File: config.mk
export PLATFORM = sky130hd
export DESIGN_NAME = food_spawner_flat
export DESIGN_NICKNAME = d
export VERILOG_FILES = /design/src/rtl/food_spawner_if.sv /design/src/rtl/food_spawner.sv /design/src/flat_wrapper.sv
export SDC_FILE = /design/constraint.sdc
export NUM_CORES = 1
export LEC_CHECK = 0
export ABC_AREA = 1
export BUFFER_PORTS_ARGS = -buffer_cell sky130_fd_sc_hd__buf_4
export CAP_MARGIN = 20
export CORE_MARGIN = 2
export CORE_UTILIZATION = 30
export DETAILED_ROUTE_END_ITERATION = 10
export HOLD_SLACK_MARGIN = 0.02
export PLACE_DENSITY = 0.48
export REMOVE_ABC_BUFFERS = 1
export SYNTH_ARGS = -nofsm -noshare
export SYNTH_HDL_FRONTEND = slang
export SYNTH_SLANG_ARGS = --single-unit
File: constraint.sdc
create_clock -name VGA_clk -period 3.2 [get_ports VGA_clk]
set_clock_uncertainty 0.2 [all_clocks]
set_input_delay 0.96 -clock VGA_clk [delete_from_list [all_inputs] [get_ports VGA_clk]]
set_output_delay 0.96 -clock VGA_clk [all_outputs]
set_load 0.005 [all_outputs]
File: src/rtl/food_spawner_if.sv
// food_spawner_if: occupancy-query handshake between the food spawner and the snake-body logic.
interface food_spawner_if;
   logic       query_valid;
   logic [9:0] query_x;
   logic [8:0] query_y;
   logic       query_ack;
   logic       query_hit;
   modport master (output query_valid, query_x, query_y, input query_ack, query_hit);
   modport slave  (input query_valid, query_x, query_y, output query_ack, query_hit);
endinterface

File: src/rtl/food_spawner.sv
// food_spawner: places food on a random free grid cell, retrying while the snake occupies it.
// Define FOOD_FAIL_HOLD_EN to report spawn_fail and keep the old food when retries run out.
module food_spawner #(
   parameter int CELL      = 10,
   parameter int X_LIMIT   = 600,
   parameter int Y_LIMIT   = 470,
   parameter int MAX_TRIES = 15
) (
   input  logic           VGA_clk,
   input  logic           rst_n,
   input  logic [9:0]     randX,
   input  logic [8:0]     randY,
   input  logic           spawn_req,
   food_spawner_if.master qry,
   output logic [9:0]     foodX,
   output logic [8:0]     foodY,
   output logic           food_valid,
   output logic           spawn_done,
   output logic           spawn_fail,
   output logic           busy
);
   typedef enum logic [2:0] {IDLE, SAMPLE, QUERY, PLACE, FAIL} spawnState_t;
   localparam logic [9:0] cellX    = 10'(CELL);
   localparam logic [8:0] cellY    = 9'(CELL);
   localparam logic [9:0] xLim     = 10'(X_LIMIT);
   localparam logic [8:0] yLim     = 9'(Y_LIMIT);
   localparam logic [7:0] triesMax = 8'(MAX_TRIES);
   spawnState_t state;
   logic [9:0]  cx, snapX;
   logic [8:0]  cy, snapY;
   logic [7:0]  tries;
   logic        pending;
   assign snapX = randX / cellX * cellX;
   assign snapY = randY / cellY * cellY;
   assign qry.query_x = cx;
   assign qry.query_y = cy;
`ifndef FOOD_FAIL_HOLD_EN
   assign spawn_fail = 1'b0;
`endif
   always_ff @(posedge VGA_clk or negedge rst_n) begin
      if (!rst_n) begin
         state           <= IDLE;
         cx              <= '0;
         cy              <= '0;
         tries           <= '0;
         pending         <= 1'b0;
         qry.query_valid <= 1'b0;
         foodX           <= '0;
         foodY           <= '0;
         food_valid      <= 1'b0;
         spawn_done      <= 1'b0;
`ifdef FOOD_FAIL_HOLD_EN
         spawn_fail      <= 1'b0;
`endif
         busy            <= 1'b0;
      end else begin
         spawn_done <= 1'b0;
`ifdef FOOD_FAIL_HOLD_EN
         spawn_fail <= 1'b0;
`endif
         // only one request is remembered while a spawn is in flight
         if (spawn_req && state != IDLE) pending <= 1'b1;
         case (state)
            IDLE: if (spawn_req || pending) begin
               state      <= SAMPLE;
               busy       <= 1'b1;
               food_valid <= 1'b0;
               tries      <= '0;
               pending    <= 1'b0;
            end
            SAMPLE: begin
               cx              <= snapX > xLim ? xLim : snapX;
               cy              <= snapY > yLim ? yLim : snapY;
               qry.query_valid <= 1'b1;
               state           <= QUERY;
            end
            QUERY: if (qry.query_ack) begin
               qry.query_valid <= 1'b0;
               tries           <= qry.query_hit ? tries + 8'd1 : tries;
               state           <= !qry.query_hit ? PLACE : (tries + 8'd1 == triesMax) ? FAIL : SAMPLE;
            end
            PLACE: begin
               foodX      <= cx;
               foodY      <= cy;
               food_valid <= 1'b1;
               spawn_done <= 1'b1;
               busy       <= 1'b0;
               state      <= IDLE;
            end
            FAIL: begin
`ifdef FOOD_FAIL_HOLD_EN
               spawn_fail <= 1'b1;
`else
               foodX      <= cx;
               foodY      <= cy;
               food_valid <= 1'b1;
               spawn_done <= 1'b1;
`endif
               busy       <= 1'b0;
               state      <= IDLE;
            end
            default: state <= IDLE;
         endcase
      end
   end
endmodule

File: src/flat_wrapper.sv
// flat-port wrapper written by rule: the top's interface ports become plain ports
module food_spawner_flat 
#(
   parameter int CELL      = 10,
   parameter int X_LIMIT   = 600,
   parameter int Y_LIMIT   = 470,
   parameter int MAX_TRIES = 15
)
  (VGA_clk, rst_n, randX, randY, spawn_req, foodX, foodY, food_valid, spawn_done, spawn_fail, busy, qry_query_valid, qry_query_x, qry_query_y, qry_query_ack, qry_query_hit);
  food_spawner_if qry_i ();
  input  logic VGA_clk;
  input  logic rst_n;
  input  logic [9:0] randX;
  input  logic [8:0] randY;
  input  logic spawn_req;
  output logic [9:0] foodX;
  output logic [8:0] foodY;
  output logic food_valid;
  output logic spawn_done;
  output logic spawn_fail;
  output logic busy;
  output wire logic [$bits(qry_i.query_valid)-1:0] qry_query_valid;
  output wire logic [$bits(qry_i.query_x)-1:0] qry_query_x;
  output wire logic [$bits(qry_i.query_y)-1:0] qry_query_y;
  input wire logic [$bits(qry_i.query_ack)-1:0] qry_query_ack;
  input wire logic [$bits(qry_i.query_hit)-1:0] qry_query_hit;
  assign qry_query_valid = qry_i.query_valid;
  assign qry_query_x = qry_i.query_x;
  assign qry_query_y = qry_i.query_y;
  assign qry_i.query_ack = qry_query_ack;
  assign qry_i.query_hit = qry_query_hit;
  food_spawner #(.CELL(CELL), .X_LIMIT(X_LIMIT), .Y_LIMIT(Y_LIMIT), .MAX_TRIES(MAX_TRIES)) u_core (.VGA_clk(VGA_clk), .rst_n(rst_n), .randX(randX), .randY(randY), .spawn_req(spawn_req), .qry(qry_i), .foodX(foodX), .foodY(foodY), .food_valid(food_valid), .spawn_done(spawn_done), .spawn_fail(spawn_fail), .busy(busy));
endmodule
==> impl_metrics.py <==
metrics = {
    "timing": {
        "worst_slack_ps": -1540,
        "min_period_ps": 4740,
        "hold_viol": 0,
        "final-setup-viol-count": 17,
        "maxSlewHeadroom_pct": 48.1,
        "max_freq_ghz": 0.211,
        "period_share_pct": 148,
        "slew_violations": 0,
        "tightest_slew_ps": 777,
        "rsz0062_at_grt": "true",
    },
    "yosys": {
        "synth_cells": 456,
        "ys.flop_type": "dfrtp_1",
        "ys_seq_elements": 50,
        "synth_compound_area_share_pct": 10.1,
        "synth_top_family_by_area": "simple AND/OR/NAND/NOR gates",
        "synth_top_cell_by_area": "dfrtp_1",
        "avgSynthCellArea_um2": 7.61,
        "synth_top_cell_area_share_pct": 36.0,
        "post_synth_mux_area_share_pct": 0,
        "synth_edf_count": 0,
        "synthAdderAreaFrac_pct": 8.36,
        "ys_seq_area_share_pct": 36.0,
        "synth_area_leaders": "dfrtp_1, nand2_1, ha_1",
        "synth_commonest_cells": "nand2_1, inv_1, dfrtp_1",
        "synth_area_um2": 3470,
        "yosysMostFrequentCell": "nand2_1",
        "yosysWarnings": 0,
        "synthArstFlopShare_pct": 100,
        "synthXorXnorAreaFrac_pct": 4.25,
        "yosysUniqueCellTypes": 42,
        "yosys.area_share.simple_pct": 31.7,
    },
    "routing": {
        "ant_nets": 0,
        "drt-vias-per-instance": 4.36,
        "first_pass_iters": 4,
        "drt-total-wl_mm": 8.77,
        "post_drt_wl_per_cell_um": 11.4,
        "vias": 3358,
        "drt_first_iter_violations": 108,
        "drcViolationCount": 0,
    },
    "placed_design": {
        "port_buffers": 59,
        "hpwl_mm": 6.08,
        "dp_cells": 710,
        "gp_congestion": 0.773,
        "preCtsSetupSlack_ps": -2110,
    },
    "final_layout": {
        "drive_gt1_share_pct": 45.0,
        "nets": 672,
        "fillCellCount": 1102,
        "multi_input_area_um2": 2200,
        "area_delta_synth_final_pct": 56.0,
        "seqCellArea_um2": 1250,
        "final_cells": 770,
        "final_util_pct": 47.6,
        "antenna_cells": 0,
    },
    "setup_path": {
        "path_class": "primary input to flip-flop",
        "required_ps": 3170,
        "reg2reg_slack_ps": 1190,
        "crit_fanout": 4,
        "cp_data_arrival_time_ps": 4710,
        "cp-end-kind": "flip-flop",
        "start_kind": "primary input",
        "path_common_cell": "nand2_2",
        "crit_path_max_incr_delay_ps": 390,
        "crit_slowest_cell": "a2111o_1",
    },
    "floorplanning": {
        "die_y_um": 112,
        "io_pins": 67,
        "rows": 39,
        "dieArea_um2": 12500,
        "core_area_um2": 11400,
        "start_util_pct": 30.5,
        "die_x_um": 112,
    },
    "global_route": {
        "use_met3_pct": 2.12,
        "grt_pass1_vias": 3468,
        "grt_util_met2_pct": 26.5,
        "grt_pass1_wl_mm": 15.3,
        "grt_start_max_net_pins": 51,
        "track_usage_pct": 14.4,
        "top_usage_layer": "met2",
        "grt_antenna_before_repair": 0,
        "gr-total-overflow": 0,
        "grt_use_met1_pct": 17.7,
    },
    "clock_network": {
        "clk_path_buf_depth": 2,
        "clkTransAtPathRegs_ps": 60,
        "clock-sinks": 50,
        "cts_made_buffers": 5,
        "tritoncts": "built",
        "clock_latency_ps": 280,
        "clock-root-buffer": "clkbuf_16",
        "h-tree-depth": 2,
        "ctsHoldBuffers": 0,
    },
    "power": {
        "p_total_w": 0.00439,
        "p_leak_nw": 2.86,
        "vdd_ir_drop_max_v": 0.000374,
        "powerDensity_nw_per_um2": 810,
    },
    "run_status": {
        "violations": "negative setup slack",
        "status": "finished, violations left",
    },
    "hold_path": {
        "min_path_type": "flip-flop to flip-flop",
    },
    "flow_run": {
        "maxCapViolCount": 0,
    },
}
[registers in the layout (all words and copies together) (netlist names)]
name                    count
u_core.busy                 1
u_core.foodX                9
u_core.qry.query_x          9
u_core.pending              1
u_core.tries                8
u_core.qry.query_y          8
u_core.qry.query_valid      1
u_core.foodY                8
u_core.state                3
u_core.spawn_done           1
u_core.food_valid           1
[repair_timing]
item,CTS,global route
pin swaps,49,39
setup buffers,47,10
endpoints found under the setup margin,17,17
gates resized for setup,62,38
[area by class of cell]
type	instances	share of cell area, %
Tap cell	143	3.30
Sequential cell	50	23.1
Clock buffer	5	2.31
Clock inverter	3	0.739
Timing Repair Buffer	171	24.7
Multi-Input combinational cell	327	40.7
Inverter	71	5.11
[placed cells by master (no fill, tap or decap), drive strengths merged, types with 2 or more instances in the layout]
master  synthesis  final
nand4           4      4
nand2         148    148
a21o            2      2
o21ai          25     25
clkbuf          7      5
nor2           33     33
conb            1      5
ha             20     20
clkinv          3      5
o22ai           6      6
inv            68     68
o211ai          3      3
a21oi          14     14
fa              2      2
xnor2           4      4
dfrtp          50     50
xor2           12     12
buf             5    171
nand3          35     35
nor3            5      5
[critical path, delay by kind of cell]
family          cells  cell delay, ps
simple gates       17            1360
compound gates      6             890
fa+ha+maj           3             660
buf+inv             7             510
xor+xnor            2             300
[metrics by stage]
stage          TNS (ps)  instance area [um^2]  hold slack [ps]
2_1_floorplan    -23950                  3420              264
3_3_place_gp     -30200                  4500              258
3_5_place_dp     -32480                  4500              263
4_1_cts          -23990                  5190              278
5_1_grt          -29400                  5420              304
6_report         -24060                  5420              275
[worst paths after layout]
| check | to | startpoint | cells after the start |
|---|---|---|---|
| max in group asynchronous | u_core.foodY[7] | rst_n | 1 |
| worst min register to register | u_core.foodX[7] | u_core.foodX[7] | 2 |
| worst max register to register | u_core.tries[7] | u_core.state[2] | 9 |
| worst min-delay path | u_core.foodX[7] | u_core.foodX[7] | 2 |
| worst max-delay path | u_core.qry.query_y[3] | randY[6] | 35 |
| min in group asynchronous | u_core.foodX[1] | rst_n | 1 |
[layer usage]
layer	vias up	wire length (um)	part of all wire (%)
met1	1531	3860	44
met2	45	4530	52
met4	0	114	1.3
met3	8	264	3.0
li1	1774	-	-
met5	-	0	0
[logic make-up (layout without fill, tap and decap cells)]
kind of cell | after synthesis | count (layout)
other cells | 1 | 5
flops | 50 | 50
buf+inv | 83 | 250
fa+ha+maj | 22 | 22
simple gates | 228 | 228
xor+xnor | 16 | 16
compound gates | 56 | 56
[power breakdown]
group,internal [W],switching (W),total [W]
combinational,0.00145,0.00128,0.00273
clock,0.000366,0.000220,0.000586
sequential,0.000887,0.000179,0.00107
(Power assumes the default switching activity.)
